## src/rtl/mdu_div_unit.sv

```systemverilog
`default_nettype none
// ============================================================================
// Module   : mdu_div_unit
// Brief    : Radix-2 restoring divider for DIV/DIVU; optional abort port
//            guarded by MDU_DIV_CANCEL_EN.
// Revision : 1.0
// ============================================================================
module mdu_div_unit #(
    parameter int WIDTH = 32
) (
    input  logic             clk,
    input  logic             resetn,
    input  logic             start,
    input  logic             signed_div,
    input  logic [WIDTH-1:0] a,
    input  logic [WIDTH-1:0] b,
`ifdef MDU_DIV_CANCEL_EN
    input  logic             cancel,
`endif
    output logic             busy,
    output logic             done,
    output logic [WIDTH-1:0] quotient,
    output logic [WIDTH-1:0] remainder
);

    localparam int CW = (WIDTH > 1) ? $clog2(WIDTH) : 1;
    localparam logic [CW-1:0] LAST_STEP = CW'(WIDTH - 1);

    typedef enum logic [1:0] {
        IDLE = 2'd0,
        RUN  = 2'd1,
        FIN  = 2'd2
    } state_t;

    state_t           state;
    logic [WIDTH-1:0] divisor;
    logic [WIDTH-1:0] rem;
    logic [WIDTH-1:0] quo;
    logic [CW-1:0]    count;
    logic             sign_q;
    logic             sign_r;
    logic             div_zero;

    logic             kill;
    logic [WIDTH:0]   shifted;
    logic             no_borrow;
    logic [WIDTH-1:0] diff;
    logic [WIDTH-1:0] q_fix;
    logic [WIDTH-1:0] r_fix;
    logic             neg_a;
    logic             neg_b;

`ifdef MDU_DIV_CANCEL_EN
    assign kill = cancel;
`else
    assign kill = 1'b0;
`endif

    assign busy      = (state != IDLE);
    assign neg_a     = signed_div & a[WIDTH-1];
    assign neg_b     = signed_div & b[WIDTH-1];

    // One restoring step: the compare against the WIDTH+1 bit shifted remainder is the borrow test.
    assign shifted   = {rem, quo[WIDTH-1]};
    assign no_borrow = (shifted >= {1'b0, divisor});
    assign diff      = shifted[WIDTH-1:0] - divisor;

    // Divide by zero leaves quo all ones and rem = |a|; re-negating rem by sign_r restores raw a.
    assign q_fix     = (sign_q & ~div_zero) ? -quo : quo;
    assign r_fix     = sign_r ? -rem : rem;

    always_ff @(posedge clk or negedge resetn) begin
        if (!resetn) begin
            state     <= IDLE;
            divisor   <= '0;
            rem       <= '0;
            quo       <= '0;
            count     <= '0;
            sign_q    <= 1'b0;
            sign_r    <= 1'b0;
            div_zero  <= 1'b0;
            done      <= 1'b0;
            quotient  <= '0;
            remainder <= '0;
        end else begin
            done <= 1'b0;
            if (kill) begin
                // An abort flushes the in-flight op and also suppresses a same-cycle launch.
                state <= IDLE;
            end else begin
                case (state)
                    IDLE: begin
                        if (start) begin
                            quo      <= neg_a ? -a : a;
                            divisor  <= neg_b ? -b : b;
                            sign_q   <= neg_a ^ neg_b;
                            sign_r   <= neg_a;
                            div_zero <= (b == '0);
                            rem      <= '0;
                            count    <= '0;
                            state    <= RUN;
                        end
                    end
                    RUN: begin
                        rem   <= no_borrow ? diff : shifted[WIDTH-1:0];
                        quo   <= {quo[WIDTH-2:0], no_borrow};
                        count <= count + CW'(1);
                        if (count == LAST_STEP) begin
                            state <= FIN;
                        end
                    end
                    FIN: begin
                        quotient  <= q_fix;
                        remainder <= r_fix;
                        done      <= 1'b1;
                        state     <= IDLE;
                    end
                    default: state <= IDLE;
                endcase
            end
        end
    end

endmodule
`default_nettype wire

```

## config.mk

```make
export PLATFORM = sky130hd
export DESIGN_NAME = mdu_div_unit
export DESIGN_NICKNAME = d
export VERILOG_FILES = /design/src/rtl/mdu_div_unit.sv
export SDC_FILE = /design/constraint.sdc
export NUM_CORES = 1
export LEC_CHECK = 0
export ABC_AREA = 1
export BUFFER_PORTS_ARGS = -buffer_cell sky130_fd_sc_hd__buf_2
export CORE_MARGIN = 2
export CORE_UTILIZATION = 45
export CTS_CLUSTER_SIZE = 20
export DETAILED_ROUTE_END_ITERATION = 6
export SLEW_MARGIN = 5
export SYNTH_ARGS = -nofsm -noshare
export SYNTH_HDL_FRONTEND = slang
export SYNTH_SLANG_ARGS = --single-unit
export TNS_END_PERCENT = 20
```

## constraint.sdc

```tcl
create_clock -name clk -period 3.8 [get_ports clk]
set_clock_uncertainty 0.1 [all_clocks]
set_input_delay 0.38 -clock clk [delete_from_list [all_inputs] [get_ports clk]]
set_output_delay 0.38 -clock clk [all_outputs]
set_load 0.02 [all_outputs]
```

### Word level (Yosys, flattened, before mapping)

Index checks and enable logic that the tools add are counted.

* input bits: 68
* register bits after elaboration: 171
* output and inout bits: 66
* word-level logic and storage cells: 50

* bitwise operators: 5
* order comparisons: 1
* eq/ne operators: 5
* $add $sub $neg: 6
* reduce and logical (&&, ||, !) cells: 7
* muxes and demuxes: 15

Operators with widths (number)
* $mux W32: 7
* $neg A32 Y32: 4
* $pmux W32 S2: 2
* $ge A33 B32 Y1: 1
* $logic_not A32 Y1: 1
* $sub A32 B32 Y32: 1
* $pmux W5 S2: 1
* $reduce_and A2 Y1: 3
* $add A5 B1 Y5 const B: 1
* $eq A5 B5 Y1 const B: 1
* $mux W5: 1
* $mux W2: 2
* $ne A2 B2 Y1 const B: 2
* $pmux W2 S2: 1
* $reduce_bool A2 Y1: 2
* $and A1 B1 Y1: 3
* $eq A2 B1 Y1 const B: 1
* $eq A2 B2 Y1 const B: 1
* $logic_not A2 Y1: 1
* $mux W1: 1
* $not A1 Y1: 1
* $xor A1 B1 Y1: 1

### Longest topological paths before layout

Gate-level depths: netlist of the first run.

* depth in word-level cells: 4
* mapped depth: 16
* gate-level depth less buffers: 16

### Worst setup path after synthesis of the first run

No wires, ideal clock.

* path kind: flip-flop to flip-flop
* start point: register quo[31]
* end point: register rem[16]
* period minus slack after synthesis: 2036 ps
* required time: 3582 ps
* buffers on the path: 0
* path slack: 1764 ps
* library setup time: 118 ps
* arrival: 1818 ps
* stages on the path, launching flop included: 15
* cells stage by stage: dfrtp_1 > inv_1 > ha_1 > inv_1 > fa_1 > nand3_1 > nand3_1 > nand2_1 > nand2_1 > nand3_1 > nand2_1 > xor2_1 > nand2_1 > nand3_1 > nand2_1

* word-level cells in the longest chain between the ends: 3
* elaborated cells on any way between the ends: 4
* classes of those cells: 1 x add/sub; 1 x order compare; 2 x mux

RTL lines
* start, declared: line 38 `logic [WIDTH-1:0] quo;`
* start signal, assigned: line 94 `quo <= neg_a ? -a : a;`
* start signal, assigned: line 106 `quo <= {quo[WIDTH-2:0], no_borrow};`
* $sub A32 B32 Y32 or $ge A33 B32 Y1 (tied branches): line 66, 65
* $mux W32 *: line 105 `rem <= no_borrow ? diff : shifted[WIDTH-1:0];`
* $pmux W32 S2 *: line 91 `case (state)`
* end signal, assigned: line 105
* end, declared: line 37 `logic [WIDTH-1:0] rem;`

Every way passes the cells marked *; elsewhere a longest branch is shown, timed or not.
A chain may end at the register's enable or synchronous reset.

### Final worst setup path of the first run

* start point: register rem[14]
* end point: register rem[2]

* word-level cells in the longest chain between the ends: 3

RTL lines
* $ge A33 B32 Y1: line 65 `assign no_borrow = (shifted >= {1'b0, divisor});`
* $mux W32: line 105
* $pmux W32 S2: line 91

Every way passes these cells.

==> results of run 1 <==
[cells in the mapped netlist (3+ instances only)]
cell / count / area, um^2
nand3_1: 189 / 946
nand3b_1: 15 / 113
or2_2: 12 / 75.1
o21ai_1: 4 / 20.0
a31oi_1: 7 / 43.8
xnor2_1: 21 / 184
nand4_1: 22 / 138
o221ai_1: 3 / 26.3
nor2_2: 8 / 50.1
a21oi_1: 35 / 175
dfrtp_1: 171 / 4280
o21ai_0: 130 / 651
o31ai_1: 6 / 45.0
buf_2: 13 / 65.1
o211ai_1: 3 / 22.5
o21ai_2: 3 / 26.3
buf_6: 3 / 33.8
nand2_2: 7 / 43.8
buf_4: 3 / 22.5
nor2_1: 175 / 657
nand2_1: 639 / 2400
xor2_1: 62 / 543
inv_2: 5 / 18.8
clkbuf_1: 39 / 146
nand3_2: 3 / 30.0
buf_1: 3 / 11.3
nor4_1: 4 / 25.0
and2_1: 4 / 25.0
ha_1: 38 / 475
a22oi_1: 28 / 210
nor3_1: 26 / 130
inv_1: 269 / 1010
o22ai_1: 5 / 31.3
[path summary, 6_finish.rpt]
check	start	endpoint
max	rem[14]	rem[2]
min	b[30]	divisor[30]
max reg2reg	rem[14]	rem[2]
min reg2reg	quotient[6]	quotient[6]
max in group asynchronous	resetn	quotient[26]
min in group asynchronous	resetn	divisor[7]
[final cells by class]
cell class,count,area (um^2)
clock buffer,20,447
clock inverter,12,110
fill,2975,13500
inverter,275,1030
multi-input combinational,1463,7250
sequential,171,4280
tap,378,473
timing repair buffer,149,807
[registers in the layout, summed over array words and instances, names as in the netlist]
register,flops
divisor,32
sign_r,1
sign_q,1
quotient,32
done,1
quo,32
rem,32
div_zero,1
state,2
count,5
remainder,32
[metrics by stage]
| step | cell area (um^2) | setup slack, ns | instances |
|---|---|---|---|
| 2_1_floorplan | 12800 | 1.76 | 1970 |
| 3_3_place_gp | 13800 | 1.10 | 2435 |
| 3_5_place_dp | 13800 | 1.09 | 2435 |
| 4_1_cts | 14400 | 1.06 | 2468 |
| 5_1_grt | 14400 | 0.771 | 2468 |
| 6_report | 14400 | 0.996 | 2468 |
[critical path: stages, from the launching register on]
cell,delay [ns]
dfrtp_1,0.49
ha_1,0.43
nand2_1,0.12
nor2_1,0.27
nand2_1,0.13
nor2_2,0.18
nand3_1,0.14
nand3_2,0.12
nor2_4,0.09
nand2_4,0.33
nand2_1,0.12
nand3_1,0.10
nand2_1,0.06
[power groups by stage]
stage / Clock [mW] / Combinational (mW) / Sequential, mW
final: 1.73 / 8.52 / 3.42
after global placement: 0 / 8.34 / 3.38
after CTS: 1.75 / 8.44 / 3.37
after global routing: 1.82 / 9.69 / 3.49
after floorplan: 0 / 6.26 / 3.13
after detailed placement: 0 / 8.38 / 3.40
[kinds of logic after synthesis]
logic type	synth area share
adder cells (fa/ha/maj)	0.0386
flip-flops	0.334
XOR/XNOR	0.0567
buffers and inverters	0.102
AO/OA/AOI/OAI	0.102
AND/OR/NAND/NOR	0.367
[per-layer routing]
| metal | vias up | part of all wire | global-route usage | wire length [um] |
|---|---|---|---|---|
| li1 | 6482 | - | - | - |
| met2 | 376 | 0.38 | 0.352 | 14900 |
| met3 | 18 | 0.061 | 0.0297 | 2370 |
| met5 | - | 0 | 0 | 0 |
| met4 | 0 | 0.0088 | 0.0480 | 342 |
| met1 | 5743 | 0.55 | 0.445 | 21400 |
==> out/results.md, run 1 <==
| Result | This run |
|---|---|
| Sw frac | 0.539 |
| Buffer levels on the longest clock path | 2 |
| Mapped Cells | 1970 |
| Number of global-route vias before repair | 11400 |
| Die area | 0.0299 mm^2 |
| Cts repair resizes | 0 |
| Antenna violations before repair | 0 |
| Worst-Margin Slew | 0.877 ns |
| Sink count of the clock tree | 171 |
| Per-cell routed wire length | 15.8 um |
| Arrival time of data at the critical path endpoint | 3.02 ns |
| Latest clock arrival within the worst-skew pair | 0.44 ns |
| Chip Height | 173 um |
| Worst IR Drop VDD | 0.000375 V |
| Cell internal pwr | 6.29 mW |
| Critical path start-end classification | reg2reg |
| Achievable clock frequency | 0.357 GHz |
| Net switching component of the power | 7.37 mW |
| Nature of the critical path startpoint | flip-flop |
| Total of flip-flops plus latches after synthesis | 171 |
| Proportion of power drawn by flip-flops and latches | 0.250 |
| Unrepaired setup endpoints after global routing | no |
| Starting density of the core | 0.459 |
| Number of antenna cells inserted | 0 |
| Max Fanout on Critical Path | 33 |
| Post-route setup TNS | 0 ns |
| Total Nets Final | 2184 |
| Proportion of synthesized chip area in sequential cells | 0.334 |
| Fraction of registers with async set/reset | 1.00 |
| GR Overflow Total | 0 |
| Global-route usage over all layers | 0.263 |
| Proportion of power drawn by combinational gates | 0.623 |
| Die width | 173 um |
| Largest net degree at the start of global routing | 99 |
| Required time worst endpoint | 4.02 ns |
| Via total after detailed routing | 12600 |
| Remaining DRCs | 0 |
| Final critical-path required period | 2.80 ns |
| CTS Root Cell | clkbuf_16 |
| Placeable core region | 0.0279 mm^2 |
| Warnings, synthesis | 0 |
| Post-synth EDFFs | 0 |
| Final Hold Viols | 0 |
| Commonest non-fill, non-tap cells in the layout | nand2_1 (639), inv_1 (268), nand3_1 (189) |
| Worst hold path type | in2reg |
| Area added between synthesis and finish | 12.2% |
| Final weighted congestion in routability-driven placement | 0.933 |
| Core Util, Final | 0.515 |
| Count of TritonRoute iterations in the first routing pass | 5 |
| Number of I/O port buffers | 133 |
| Power per cell area | 949 mW/mm^2 |
| I/O pin total | 134 |
| Most common cell after layout, fill and taps aside | nand2_1 |
| Slack of the worst reg-to-reg path | 1.0 ns |
| Post CTS Setup Buffer Count | 0 |
| Count of pins over their slew limit | 0 |
| Clk pwr share | 0.126 |
| Area of the mapped netlist | 0.0128 mm^2 |
| Std-Cell Rows | 61 |
| Type of element capturing the critical path | flip-flop |
| Routed wire length | 39000 um |
| Post-synth top flop | dfrtp_1 |
| Clock tree from TritonCTS | done |
| Count of cells along the worst hold path | 4 |
| Status | completed |
| Count of different cell masters after synthesis | 44 |
| Post-Route Hold Slack | 0.139 ns |
| Vias per inst | 5.11 |
| Synthesized area per cell | 6.51 um^2 |
| Fraction of layout instances using a drive strength above 1 | 0.109 |
| Final worst path period share | 0.738 |
| Global-route wire length before repair | 63000 um |
| Cts bufs inserted | 17 |
| Number of DRC markers after the initial detailed-route iteration | 1194 |
| Rel. slew slack | 0.415 |
| Post-Synthesis Net Count | 2077 |
| Final Power | 13.7 mW |
| Leakage power | 7.48 nW |
| Count of hold-fix buffers inserted at cts | 1 |
| Clock transition time at the flip-flop clock pins of the worst setup and hold paths | 0.08 ns |
| Finish-stage setup viols | 0 |
| HPWL after DPL | 30200 um |
| Antenna violation net count after detailed routing | 0 |
| Number of max-capacitance violations reported | 0 |
| Reg2reg path depth | 12 |
| Deepest level of the CTS H-tree | 4 |
Power figures use the tool's default switching activity.
==> inputs of run 2 (changes only) <==
PLACE_DENSITY = 0.66   (was not set)
clock period = 2.3 ns   (was 3.8 ns; I/O delays follow)
==> run 2 against run 1 <==
Effect of this change: wire length increased by 1.1%; register-to-register slack got worse by 0.98 ns; clock power increased by 65%; maximum frequency increased by 23%; final cell count increased by 4.8%; critical path depth increased by 1; clock-buffer cell count decreased by 3; cell area increased by 11%; critical endpoint is now rem[18].
==> out/results.md, run 2 (same netlist as run 1, synthesis figures left out) <==
| Result | This run | vs previous |
|---|---|---|
| GR Overflow Total | 0 | unchanged |
| Post-route cell area | 0.0160 mm^2 | +11% |
| Number of antenna cells inserted | 0 | unchanged |
| Worst-Margin Slew | 0.729 ns | -0.148 ns |
| Number of filler instances in the final layout | 2712 | -8.8% |
| Via total after detailed routing | 13200 | +4.9% |
| Most common cell after layout, fill and taps aside | nand2_1 |  |
| Worst hold path type | in2reg |  |
| Largest net degree at the start of global routing | 99 | unchanged |
| Clk pwr share | 0.110 | -0.016 |
| Type of element capturing the critical path | flip-flop |  |
| Number of global-route vias before repair | 12100 | +6.0% |
| Final weighted congestion in routability-driven placement | 0.950 | +1.8% |
| Total Nets Final | 2303 | +5.4% |
| Setup slack of the critical path after layout | 0.0164 ns | -0.980 ns |
| Power per cell area | 1620 mW/mm^2 | +71% |
| Final Hold Viols | 0 | unchanged |
| Sink count of the clock tree | 171 | unchanged |
| Starting density of the core | 0.459 | unchanged |
| Cts bufs inserted | 17 | unchanged |
| Placed standard-cell area | 0.0148 mm^2 | +6.7% |
| Antenna violation net count after detailed routing | 0 | unchanged |
| Final Power | 26.0 mW | +90% |
| Area added between synthesis and finish | 24.9% |  |
| Sw frac | 0.504 | -0.0356 |
| Buffer levels on the longest clock path | 2 | unchanged |
| Number of I/O port buffers | 133 | unchanged |
| Count of pins over their slew limit | 0 | unchanged |
| CTS Root Cell | clkbuf_16 |  |
| Max Fanout on Critical Path | 10 | -70% |
| Per-cell routed wire length | 15.2 um | -3.5% |
| Latest clock arrival within the worst-skew pair | 0.45 ns | about the same |
| Required time worst endpoint | 2.52 ns | -1.50 ns |
| Number of non-filler instances in the completed layout | 2587 | +4.8% |
| Remaining DRCs | 0 | unchanged |
| Die width | 173 um | unchanged |
| Storage element area | 0.00429 mm^2 | +0.29% |
| HPWL after DPL | 30700 um | +1.6% |
| Cell internal pwr | 12.9 mW | +100% |
| Arrival time of data at the critical path endpoint | 2.50 ns | -0.52 ns |
| Commonest non-fill, non-tap cells in the layout | nand2_1 (625), inv_1 (255), nand3_1 (183) |  |
| I/O pin total | 134 | unchanged |
| Proportion of power drawn by combinational gates | 0.680 | +0.057 |
| Std-Cell Rows | 61 | unchanged |
| Critical path start-end classification | reg2reg |  |
| Achievable clock frequency | 0.438 GHz | +23% |
| Post-route setup TNS | 0 ns | unchanged |
| Placeable core region | 0.0279 mm^2 | unchanged |
| Vias per inst | 5.12 | about the same |
| Leakage power | 8.17 nW | +9.2% |
| Fraction of layout instances using a drive strength above 1 | 0.193 | +0.0847 |
| Antenna violations before repair | 0 | unchanged |
| Final worst path period share | 0.993 | +0.255 |
| Proportion of power drawn by flip-flops and latches | 0.210 | -0.040 |
| Multi-input logic area | 0.00777 mm^2 | +7.2% |
| Nature of the critical path startpoint | flip-flop |  |
| Number of max-capacitance violations reported | 0 | unchanged |
| Rel. slew slack | 0.514 | +0.0996 |
| Status | completed |  |
| Global-route usage over all layers | 0.262 | -0.00121 |
| Worst IR Drop VDD | 0.000720 V | +92% |
| Routed wire length | 39400 um | +1.1% |
| Global-route wire length before repair | 63200 um | +0.32% |
| Chip Height | 173 um | unchanged |
| Deepest level of the CTS H-tree | 4 | unchanged |
| Count of TritonRoute iterations in the first routing pass | 5 | unchanged |
| Die area | 0.0299 mm^2 | unchanged |
| Clock tree from TritonCTS | done |  |
| Post-placement cell count | 2542 | +4.4% |
| Number of DRC markers after the initial detailed-route iteration | 1006 | -16% |
| Post-placement setup slack | -0.114 ns | -1.20 ns |
| Finish-stage setup viols | 0 | unchanged |
| Final critical-path required period | 2.28 ns | -0.520 ns |
| Clock transition time at the flip-flop clock pins of the worst setup and hold paths | 0.08 ns | about the same |
| Net switching component of the power | 13.1 mW | +78% |
| Unrepaired setup endpoints after global routing | yes |  |
==> run 2: routing by layer <==
layer | wire length, um | global-route usage | part of all wire | up-vias
met3 | 2910 | 0.0363 | 0.074 | 39
met2 | 15800 | 0.368 | 0.40 | 451
met1 | 20200 | 0.417 | 0.51 | 6028
met5 | 0 | 0 | 0 | -
li1 | - | - | - | 6715
met4 | 578 | 0.0650 | 0.015 | 0
==> run 2: path summary, 6_finish.rpt <==
check	start	end	slack [ns]	cells after the start
max in group asynchronous	resetn	rem[0]	1.13	3
max reg2reg	rem[14]	rem[18]	0.02	13
max	rem[14]	rem[18]	0.02	13
min reg2reg	remainder[27]	remainder[27]	0.38	2
min	a[27]	quo[27]	0.01	3
min in group asynchronous	resetn	divisor[5]	0.29	2
==> run 2: metrics by stage <==
stage                util  hold slack [ns]
floorplan               -           -0.166
global placement    0.528            0.197
detailed placement  0.528            0.205
CTS                 0.555         0.000860
global route        0.574           0.0238
finish              0.574           0.0140
==> run 2: critical path: stages, from the launching register on <==
cell and delay, ns:
dfrtp_2 0.47, ha_4 0.31, nand2_1 0.12, nor2_1 0.17, nand2_1 0.12, inv_1 0.10
nand2_2 0.08, nand2_4 0.09, nand3_4 0.11, nand2_4 0.14, buf_12 0.13, nand2_1 0.07
nand3_2 0.06, nand2_2 0.08
==> run 2: power groups by stage <==
| stage | Sequential [mW] | Clock, mW | Combinational (mW) |
|---|---|---|---|
| finish | 5.45 | 2.86 | 17.7 |
| global route | 5.55 | 3.04 | 19.7 |
| CTS | 5.27 | 2.90 | 16.1 |
| detailed placement | 5.30 | 0 | 15.9 |
| global placement | 5.26 | 0 | 15.7 |
| floorplan | 5.17 | 0 | 10.3 |
==> run 2: area by class of cell <==
cell class	instances	area share
inverters	275	0.0644
clock buffers	17	0.0266
well taps	378	0.0295
clock inverters	15	0.00937
flip-flops and latches	171	0.268
repair buffers	268	0.117
multi-input cells	1463	0.485
==> run 2: what timing repair did <==
item	4_1_cts	5_1_grt
hold buffers	9	0
pin swaps	1	15
cloned	0	0
setup endpoints to repair	30	41
buffers inserted	0	4
gates resized for setup	11	101
hold endpoints to repair	70	0
==> inputs of run 3 (changes only) <==
ABC_AREA = not set   (was 1)
PLACE_DENSITY = 0.67   (was 0.66)
==> run 3 against run 2 <==
Effect of this change: total power fell by 0.66%; final cell count fell by 25%; the run now ends with negative setup slack left; register-to-register slack got worse by 0.58 ns; synthesized area fell by 14%; sequential power fell by 5.0%.
==> out/results.md, run 3 <==
| Result | This run | vs previous |
|---|---|---|
| Proportion of synthesized chip area in sequential cells | 0.390 | +0.0562 |
| Rel. slew slack | 0.149 | -0.365 |
| Leakage power | 6.84 nW | -16% |
| Global-route usage over all layers | 0.252 | -0.00985 |
| Final worst path period share | 1.25 | +0.254 |
| Area of the mapped netlist | 0.0110 mm^2 | -14% |
| Per-cell routed wire length | 16.5 um | +8.2% |
| Antenna violation net count after detailed routing | 0 | unchanged |
| Simple logic cell fraction of the synthesized area | 0.163 | -0.204 |
| Net switching component of the power | 11.2 mW | -14% |
| Vias per inst | 5.39 | +5.3% |
| GR Overflow Total | 0 | unchanged |
| Warnings, synthesis | 0 | unchanged |
| Latest clock arrival within the worst-skew pair | 0.43 ns | -0.02 ns |
| Number of I/O port buffers | 133 | unchanged |
| HPWL after DPL | 23500 um | -23% |
| Std-Cell Rows | 57 | -6.6% |
| End of the worst register-to-register path | quo[0] |  |
| Buffer levels on the longest clock path | 2 | unchanged |
| Post-route cell area | 0.0151 mm^2 | -5.9% |
| Worst IR Drop VDD | 0.000814 V | +13% |
| Die area | 0.0257 mm^2 | -14% |
| Die width | 160 um | -7.3% |
| Largest area contributor in the synthesized netlist | dfrtp_1 |  |
| Synthesized-area fraction occupied by adder cells | 0.0451 | +0.00651 |
| Power per cell area | 1710 mW/mm^2 | +5.6% |
| Total Nets Final | 1704 | -26% |
| Total of flip-flops plus latches after synthesis | 171 | unchanged |
| Failing checks | negative setup slack |  |
| Proportion of power drawn by combinational gates | 0.684 | +0.004 |
| Worst setup path endpoint | quo[0] |  |
| Global-route wire length before repair | 52200 um | -17% |
| Fraction of synthesized cell area in xor and xnor cells | 0.116 | +0.0598 |
| Compound-gate portion of the synthesized area | 0.225 | +0.123 |
| Count of different cell masters after synthesis | 74 | +68% |
| Main combinational cell family by area after synthesis | compound AO/OA/AOI/OAI gates |  |
| Final Power | 25.8 mW | -0.66% |
| Deepest level of the CTS H-tree | 4 | unchanged |
| Largest net degree at the start of global routing | 61 | -38% |
| Worst reg2reg path startpoint | rem[21] |  |
| Count of TritonRoute iterations in the first routing pass | 5 | unchanged |
| Post-Synthesis Net Count | 1367 | -34% |
| Final weighted congestion in routability-driven placement | 0.965 | +1.5% |
| Critical path start-end classification | reg2reg |  |
| Area share of the largest cell type after synthesis | 0.390 | +0.0562 |
| Required time worst endpoint | 2.51 ns | about the same |
| Status | finished, violations left |  |
| Max Fanout on Critical Path | 6 | -4 |
| Post-synth top flop | dfrtp_1 |  |
| Post-synth EDFFs | 0 | unchanged |
| Synthesized area per cell | 8.71 um^2 | +34% |
| Clk pwr share | 0.116 | +0.006 |
| Via total after detailed routing | 10400 | -21% |
| Slack of the worst reg-to-reg path | -0.57 ns | -0.58 ns |
| Area added between synthesis and finish | 37.3% |  |
| Arrival time of data at the critical path endpoint | 3.08 ns | +0.58 ns |
| Cell internal pwr | 14.6 mW | +13% |
| Chip Height | 160 um | -7.3% |
| Achievable clock frequency | 0.349 GHz | -20% |
| Commonest non-fill, non-tap cells in the layout | buf_4 (222), nand2_1 (180), dfrtp_1 (163) |  |
| Launching element of the worst setup path | rem[21] |  |
| Number of non-filler instances in the completed layout | 1935 | -25% |
| Clock tree from TritonCTS | done |  |
| Sw frac | 0.434 | -0.0696 |
| Unrepaired setup endpoints after global routing | yes |  |
| Mapped Cells | 1260 | -36% |
| Post-placement cell count | 1871 | -26% |
| Worst hold path type | in2reg |  |
| Routed wire length | 31900 um | -19% |
| Count of pins over their slew limit | 0 | unchanged |
| Fraction of layout instances using a drive strength above 1 | 0.340 | +0.147 |
| Cts bufs inserted | 17 | unchanged |
| Worst-Margin Slew | 1.27 ns | +0.544 ns |
| I/O pin total | 134 | unchanged |
| CTS Root Cell | clkbuf_16 |  |
| Placed standard-cell area | 0.0136 mm^2 | -7.9% |
| Most instantiated cells after synthesis | o21ai_0 (198), nand2_1 (188), dfrtp_1 (171) |  |
| Sink count of the clock tree | 171 | unchanged |
| Most common cell after layout, fill and taps aside | buf_4 |  |
| Finish-stage setup viols | 65 | +65 |
| Final critical-path required period | 2.87 ns | +0.584 ns |
| Proportion of synthesized area in mux cells | 0.0201 | +0.0201 |
| Starting density of the core | 0.455 | -0.00377 |
| Reg2reg path depth | 14 | +1 |
| Antenna violations before repair | 0 | unchanged |
| Type of element capturing the critical path | flip-flop |  |
| Final Hold Viols | 0 | unchanged |
| Clock transition time at the flip-flop clock pins of the worst setup and hold paths | 0.07 ns | about the same |
| Most common cell in the netlist | o21ai_0 |  |
| Number of max-capacitance violations reported | 0 | unchanged |
| Number of global-route vias before repair | 10100 | -17% |
| Remaining DRCs | 0 | unchanged |
| Number of DRC markers after the initial detailed-route iteration | 755 | -25% |
| Nature of the critical path startpoint | flip-flop |  |
| Top area cells in the synthesized netlist | dfrtp_1 (39%), o21ai_0 (9.0%), nand2_1 (6.4%), xor2_1 (6.0%), xnor2_1 (5.7%) |  |
| Proportion of power drawn by flip-flops and latches | 0.201 | -0.009 |
| Placeable core region | 0.0241 mm^2 | -14% |
| Setup slack of the critical path after layout | -0.567 ns | -0.584 ns |
| Fraction of registers with async set/reset | 1.00 | unchanged |
[run 3: metal layers]
metal  GRT usage  part of all wire  vias to the layer above
met4      0.0680             0.015                        0
met2       0.397              0.45                      280
li1            -                 -                     5124
met5           0                 0                        -
met3      0.0306             0.052                       36
met1       0.368              0.48                     4985
[run 3: critical path, cell delays in order (launching register included)]
cell and delay, ns:
dfrtp_1 0.44, ha_4 0.25, a21oi_2 0.15, o21ai_2 0.07, a221oi_2 0.29, o21ai_2 0.12
and2_4 0.16, a311oi_4 0.42, a21oi_4 0.16, buf_6 0.16, buf_6 0.11, nand2_4 0.07
buf_6 0.13, buf_6 0.09, nand2_2 0.03
[run 3: power by group through the flow]
stage               clock [mW]  sequential [mW]  combinational [mW]
floorplan                    0             5.31                8.64
global placement             0             5.08                14.5
detailed placement           0             5.12                14.8
CTS                       3.01             5.11                16.8
global route              3.12             5.29                19.1
finish                    2.98             5.18                17.6
[run 3: worst min-delay path by stage]
stage | start | endpoint | cells past startpoint
2_1_floorplan | resetn | count[0] | 0
5_1_grt | b[23] | divisor[23] | 3
3_5_place_dp | resetn | remainder[7] | 1
3_3_place_gp | resetn | remainder[8] | 1
6_report | b[23] | divisor[23] | 3
4_1_cts | b[13] | divisor[13] | 3
[run 3: cell type report]
type	count	area [um^2]
tap	324	405
clock buffer	18	439
clock inverter	14	163
fill	2097	9030
timing repair buffer	378	2660
sequential	171	4290
multi-input combinational	975	6910
antenna	1	2.50
inverter	54	208
[run 3: per-stage QoR]
stage          hold WS (ns)  setup slack, ns  utilization  setup TNS (ns)
6_report             0.0130           -0.567        0.625          -23.26
5_1_grt              0.0247           -0.667        0.625          -30.82
4_1_cts             0.00200           -0.531        0.618          -20.53
3_5_place_dp          0.121           -0.700        0.564          -28.69
3_3_place_gp          0.117           -0.639        0.564          -26.00
2_1_floorplan        -0.166           -0.425            -          -10.68
[run 3: cells by family after synthesis]
group | count (synthesis)
compound gates | 398
flops | 171
buf+inv | 114
fa+ha+maj | 39
mux | 22
simple gates | 370
xor+xnor | 146
[run 3: what timing repair did]
action,CTS,global route
cloned,2,0
hold buffers,4,0
gates resized for setup,109,55
setup endpoints to repair,69,75
pin swaps,40,30
endpoints found under the hold margin,51,0
buffers inserted,23,3
